### config.mk
export PLATFORM = sky130hd
export DESIGN_NAME = hazard_forward_unit
export DESIGN_NICKNAME = d
export VERILOG_FILES = /design/src/rtl/hazard_forward_unit_pkg.sv /design/src/rtl/hazard_forward_unit_fwd_compare.sv /design/src/rtl/hazard_forward_unit.sv
export SDC_FILE = /design/constraint.sdc
export NUM_CORES = 1
export LEC_CHECK = 0
export ABC_AREA = 1
export CAP_MARGIN = 20
export CORE_MARGIN = 2
export CORE_UTILIZATION = 51
export DETAILED_ROUTE_END_ITERATION = 7
export HOLD_SLACK_MARGIN = 0.05
export PLACE_DENSITY = 0.78
export REMOVE_ABC_BUFFERS = 1
export SETUP_SLACK_MARGIN = 0.05
export SYNTH_ARGS = -nofsm -noshare
export SYNTH_HDL_FRONTEND = slang
export SYNTH_SLANG_ARGS = --single-unit
### constraint.sdc
create_clock -name Clk -period 1.64 [get_ports Clk]
set_input_delay 0.492 -clock Clk [delete_from_list [all_inputs] [get_ports Clk]]
set_output_delay 0.492 -clock Clk [all_outputs]
set_load 0.01 [all_outputs]
### src/rtl/hazard_forward_unit_pkg.sv
// Shared processor package for the hazard/forwarding logic.
// Holds the EX operand-mux select encodings used by the forwarding unit.
package hazard_forward_unit_pkg;

  // Select values for the 3-input EX operand mux; 2'b11 is never produced
  typedef enum logic [1:0] {
    FWD_REGFILE = 2'b00,
    FWD_MEMWB   = 2'b01,
    FWD_EXMEM   = 2'b10
  } fwd_sel_e;

  localparam int STALL_COUNT_BITS = 32;

endpackage

### src/rtl/hazard_forward_unit_fwd_compare.sv
// Per-operand comparator: EX/MEM match, MEM/WB match and load-use match.
// One instance serves operand A (Rs), a second serves operand B (Rt).
module fwd_compare
  import hazard_forward_unit_pkg::*;
#(
  parameter int ADDR_BITS = 4
) (
  input  logic [ADDR_BITS:0] idex_src,
  input  logic [ADDR_BITS:0] id_src,
  input  logic [ADDR_BITS:0] exmem_dest,
  input  logic               exmem_regwrite,
  input  logic [ADDR_BITS:0] memwb_dest,
  input  logic               memwb_regwrite,
  input  logic [ADDR_BITS:0] idex_dest,
  input  logic               idex_memread,
  output fwd_sel_e           fwd_sel,
  output logic               load_use
);

  // Pick the youngest in-flight producer; register 0 is hardwired and never forwarded
  always_comb begin
    fwd_sel = FWD_REGFILE;
    if (exmem_regwrite && (exmem_dest != '0) && (exmem_dest == idex_src)) begin
      fwd_sel = FWD_EXMEM;
    end else if (memwb_regwrite && (memwb_dest != '0) && (memwb_dest == idex_src)) begin
      fwd_sel = FWD_MEMWB;
    end
  end

  // A load in EX whose result the instruction in ID needs cannot be forwarded in time
  assign load_use = idex_memread && (idex_dest != '0) && (idex_dest == id_src);

endmodule

### src/rtl/hazard_forward_unit.sv
// Hazard detection and forwarding unit for a 5-stage pipeline.
// Tracks ID/EX, EX/MEM and MEM/WB register-number state, drives the EX
// operand forward selects and a one-cycle load-use stall.
// Optional feature: define HAZARD_STALL_COUNT_EN to add a 32-bit StallCount output.
module hazard_forward_unit
  import hazard_forward_unit_pkg::*;
#(
  parameter int ADDR_BITS = 4
) (
  input  logic                 Clk,
  input  logic                 Reset_n,
  input  logic [ADDR_BITS:0]   IdRs,
  input  logic [ADDR_BITS:0]   IdRt,
  input  logic [ADDR_BITS:0]   IdDest,
  input  logic                 IdRegWrite,
  input  logic                 IdMemRead,
  input  logic                 Flush,
  output logic [1:0]           ForwardA,
  output logic [1:0]           ForwardB,
  output logic                 Stall
`ifdef HAZARD_STALL_COUNT_EN
  ,
  output logic [STALL_COUNT_BITS-1:0] StallCount
`endif
);

  logic [ADDR_BITS:0] idex_rs;
  logic [ADDR_BITS:0] idex_rt;
  logic [ADDR_BITS:0] idex_dest;
  logic               idex_regwrite;
  logic               idex_memread;
  logic [ADDR_BITS:0] exmem_dest;
  logic               exmem_regwrite;
  logic [ADDR_BITS:0] memwb_dest;
  logic               memwb_regwrite;

  fwd_sel_e fwd_a;
  fwd_sel_e fwd_b;
  logic     load_use_a;
  logic     load_use_b;
  logic     load_id;

  fwd_compare #(.ADDR_BITS(ADDR_BITS)) u_cmp_a (
    .idex_src       (idex_rs),
    .id_src         (IdRs),
    .exmem_dest     (exmem_dest),
    .exmem_regwrite (exmem_regwrite),
    .memwb_dest     (memwb_dest),
    .memwb_regwrite (memwb_regwrite),
    .idex_dest      (idex_dest),
    .idex_memread   (idex_memread),
    .fwd_sel        (fwd_a),
    .load_use       (load_use_a)
  );

  fwd_compare #(.ADDR_BITS(ADDR_BITS)) u_cmp_b (
    .idex_src       (idex_rt),
    .id_src         (IdRt),
    .exmem_dest     (exmem_dest),
    .exmem_regwrite (exmem_regwrite),
    .memwb_dest     (memwb_dest),
    .memwb_regwrite (memwb_regwrite),
    .idex_dest      (idex_dest),
    .idex_memread   (idex_memread),
    .fwd_sel        (fwd_b),
    .load_use       (load_use_b)
  );

  assign ForwardA = fwd_a;
  assign ForwardB = fwd_b;
  // Flush kills the consumer anyway, so it overrides a load-use stall
  assign Stall    = (load_use_a || load_use_b) && !Flush;
  assign load_id  = !Stall && !Flush;

  // ID/EX takes the decoded instruction, or a bubble on stall/flush
  always_ff @(posedge Clk or negedge Reset_n) begin
    if (!Reset_n) begin
      idex_rs       <= '0;
      idex_rt       <= '0;
      idex_dest     <= '0;
      idex_regwrite <= 1'b0;
      idex_memread  <= 1'b0;
    end else if (load_id) begin
      idex_rs       <= IdRs;
      idex_rt       <= IdRt;
      idex_dest     <= IdDest;
      idex_regwrite <= IdRegWrite;
      idex_memread  <= IdMemRead;
    end else begin
      idex_rs       <= '0;
      idex_rt       <= '0;
      idex_dest     <= '0;
      idex_regwrite <= 1'b0;
      idex_memread  <= 1'b0;
    end
  end

  // Later stages always advance, stall or not, so the load drains on schedule
  always_ff @(posedge Clk or negedge Reset_n) begin
    if (!Reset_n) begin
      exmem_dest     <= '0;
      exmem_regwrite <= 1'b0;
      memwb_dest     <= '0;
      memwb_regwrite <= 1'b0;
    end else begin
      exmem_dest     <= idex_dest;
      exmem_regwrite <= idex_regwrite;
      memwb_dest     <= exmem_dest;
      memwb_regwrite <= exmem_regwrite;
    end
  end

`ifdef HAZARD_STALL_COUNT_EN
  // Count stalled cycles; wraps naturally at the counter width
  always_ff @(posedge Clk or negedge Reset_n) begin
    if (!Reset_n) begin
      StallCount <= '0;
    end else if (Stall) begin
      StallCount <= StallCount + 1'b1;
    end
  end
`endif

endmodule

==> reports/results.tsv <==
stage	metric	value	unit
worst_setup_path	crit_required	1.15	ns
layout	diodes	0	
detailed_routing	vias	1124	
placement	placed_area	1710	µm²
clocking	cts_buffers	5	
power_and_ir_drop	p_leak	0.000979	µW
clocking	insertion_delay	0.32	ns
synthesis	synth_area_leader_cell	dfrtp_1	
sta	clock.fmax	483	MHz
placement	port_buffers	24	
synthesis	synth-seq-area-share	0.533	
run_status	violations	negative setup slack	
global_route	grt_max_degree	30	
flow_run	drv_cap	0	
power_and_ir_drop	power_density	781	nW/µm²
worst_setup_path	cp.arrival	1.58	ns
synthesis	yosysUniqueCellTypes	15	
run_status	status	complete, but fails checks	
worst_setup_path	cp_num_buf_inv	3	
layout	stdcell_area	1910	µm²
detailed_routing	dr.pass1.iters	4	
clocking	root_buffer	clkbuf_4	
sta	finalClockSkew	0.00749	ns
placement	routabilityCongestion	0.844	
synthesis	synth_area_leaders	dfrtp_1 53%, xnor2_1 13%, nand2_1 6.9%, inv_1 6.6%, nor2_1 5.5%	
global_route	grt_util_all_layers	0.207	
sta	fin_crit	2.07	ns
global_route	antenna_found_initial	0	
placement	place_ws	-1.03	ns
synthesis	async_flop_share	1.00	
synthesis	synth.most_common_cell	dfrtp_1	
clocking	cts_max_level	2	
sta	rsz0062_at_grt	true	
worst_setup_path	crit_family	flip-flops	
detailed_routing	drc_errors	0	
sta	worst_pin_slew	0.354	ns
synthesis	syn-instance-count	147	
die	die_w	55.7	µm
clocking	cts_tree	yes	
sta	drv_slew	0	
synthesis	netlist.area_leader.share	0.533	
placement	hpwlAfterDp	1830	µm
detailed_routing	wirelength	3040	µm
die	num_rows	18	
sta	finalCritPeriodShare	1.26	
power_and_ir_drop	peakVddDrop	819	µV
worst_setup_path	slowest_stage	dfrtp_1	
clocking	cts.sinks	29	
synthesis	synth_edf_count	0	
synthesis	postSynthAreaPerCell	9.27	µm²
clocking	clk_pin_slew_worst_paths	0.08	ns
synthesis	yosys_register_bits	29	
worst_setup_path	critical_path_class	flip-flop to output pin	
worst_setup_path	critPathMaxStageDelay	0.45	ns
detailed_routing	avgViaCountPerCell	4.84	
worst_setup_path	cp-end-kind	output pin	
synthesis	netlist_top_cells_count	29 x dfrtp_1, 25 x nand2_1, 24 x inv_1	
die	initial_core_util	0.545	
die	chipHeight	55.7	µm
layout	final_nets	222	
synthesis	netlist_area	1360	µm²
detailed_routing	drtIter0Drc	20	
detailed_routing	ant_nets	0	
global_route	grt_pass1_wl	4820	µm
worst_hold_path	worstHoldPathType	flip-flop to flip-flop	
die	die_area	3100	µm²
worst_setup_path	crit_chain	buf_4, nor2_1, nand3_1, nand2_1, inv_2, nand3_1, a21oi_1, buf_2	
worst_setup_path	startpoint_type	flip-flop	
clocking	clk_path_buf_depth	2	
worst_setup_path	cp_common_cell	nand3_1	
layout	drive_above_1_share	0.322	
synthesis	ys.flop_type	dfrtp_1	
layout	area_growth	40.2	%
global_route	grt_pass1_vias	1177	
global_route	overflow	0	
sta	slew_headroom	0.764	
detailed_routing	wire_per_inst	13.1	µm
sta	finalSetupViolCount	5	
synthesis	yosys_warnings	0	
worst_setup_path	cp_max_fo	4	
die	ios	25	
die	coreArea	2500	µm²
sta	finalHoldViolCount	0	
sta	layout_setup_ws	-0.429	ns
## per-stage QoR
stage,power [µW],hold WS [ns],std cells,utilization,setup TNS (ns)
2_1_floorplan,922,0.196,146,-,-0.0220
6_report,1490,0.377,232,0.764,-1.44
5_1_grt,1580,0.380,232,0.764,-2.07
4_1_cts,1480,0.371,231,0.739,-1.61
3_5_place_dp,1040,0.349,211,0.685,-7.65
3_3_place_gp,1030,0.331,211,0.685,-6.68
## cells in the final DEF, fill, tap and decap left out, types with 5 or more instances in the layout
cell and n:
clkbuf_4 5, buf_2 5, nor2_1 17, dlygate4sd2_1 7, dfrtp_1 26, buf_4 24, xor2_1 5, xnor2_1 17
clkdlybuf4s50_1 10, nor2_2 12, inv_1 21, nand2_1 24
## worst register-to-register path: cells and delay by family, from the launching register on
family	cells	cell delay, ns
simple gates	6	0.68
flops	1	0.45
buf+inv	3	0.37
## registers in the layout (all words and copies together), names as in the netlist
| signal | flops |
|---|---|
| idex_rt | 5 |
| idex_rs | 5 |
| memwb_regwrite | 1 |
| idex_regwrite | 1 |
| exmem_regwrite | 1 |
| idex_memread | 1 |
| exmem_dest | 5 |
| memwb_dest | 5 |
| idex_dest | 5 |
## final timing paths
| path | endpoint | depth (start not counted) | slack (ns) | start |
|---|---|---|---|---|
| worst max-delay path | Stall | 8 | -0.43 | idex_dest[0] |
| worst min-delay path | exmem_regwrite | 0 | 0.38 | idex_regwrite |
| worst max register to register | idex_rt[2] | 9 | 0.07 | idex_dest[0] |
| worst min register to register | exmem_regwrite | 0 | 0.38 | idex_regwrite |
| max in group asynchronous | exmem_dest[1] | 2 | 0.81 | Reset_n |
| min in group asynchronous | idex_dest[3] | 2 | 0.54 | Reset_n |
## power by group
part | switching [µW] | total, µW | internal (µW)
combinational | 127 | 274 | 148
sequential | 42.8 | 796 | 753
clock | 220 | 422 | 202
## what timing repair did
action                     in CTS  in global routing
hold buffers                    0                  0
gates resized for setup        38                 16
buffers inserted               13                  1
gates cloned                    0                  1
pin swaps                      11                  8
setup endpoints to repair      10                 22
## kinds of logic (layout without fill, tap and decap cells)
family | after synthesis | count (layout) | synth area share
flops | 29 | 29 | 0.533
xor+xnor | 25 | 25 | 0.161
compound gates | 3 | 3 | 0.0110
buf+inv | 25 | 79 | 0.0744
simple gates | 65 | 66 | 0.221
## per-layer routing
metal / vias to the layer above / share of wire / GRT usage
li1: 550 / - / -
met1: 525 / 0.38 / 0.202
met2: 40 / 0.55 / 0.378
met3: 9 / 0.055 / 0.0767
met4: 0 / 0.018 / 0.105
met5: - / 0 / 0
## final cells by class
| cell class | instances | area [µm²] |
|---|---|---|
| repair buffers | 48 | 392 |
| multi-input cells | 94 | 604 |
| clock buffers | 7 | 55.1 |
| fillers | 171 | 589 |
| flip-flops and latches | 29 | 729 |
| inverters | 24 | 92.6 |
| well taps | 30 | 37.5 |
(Power assumes the default switching activity.)
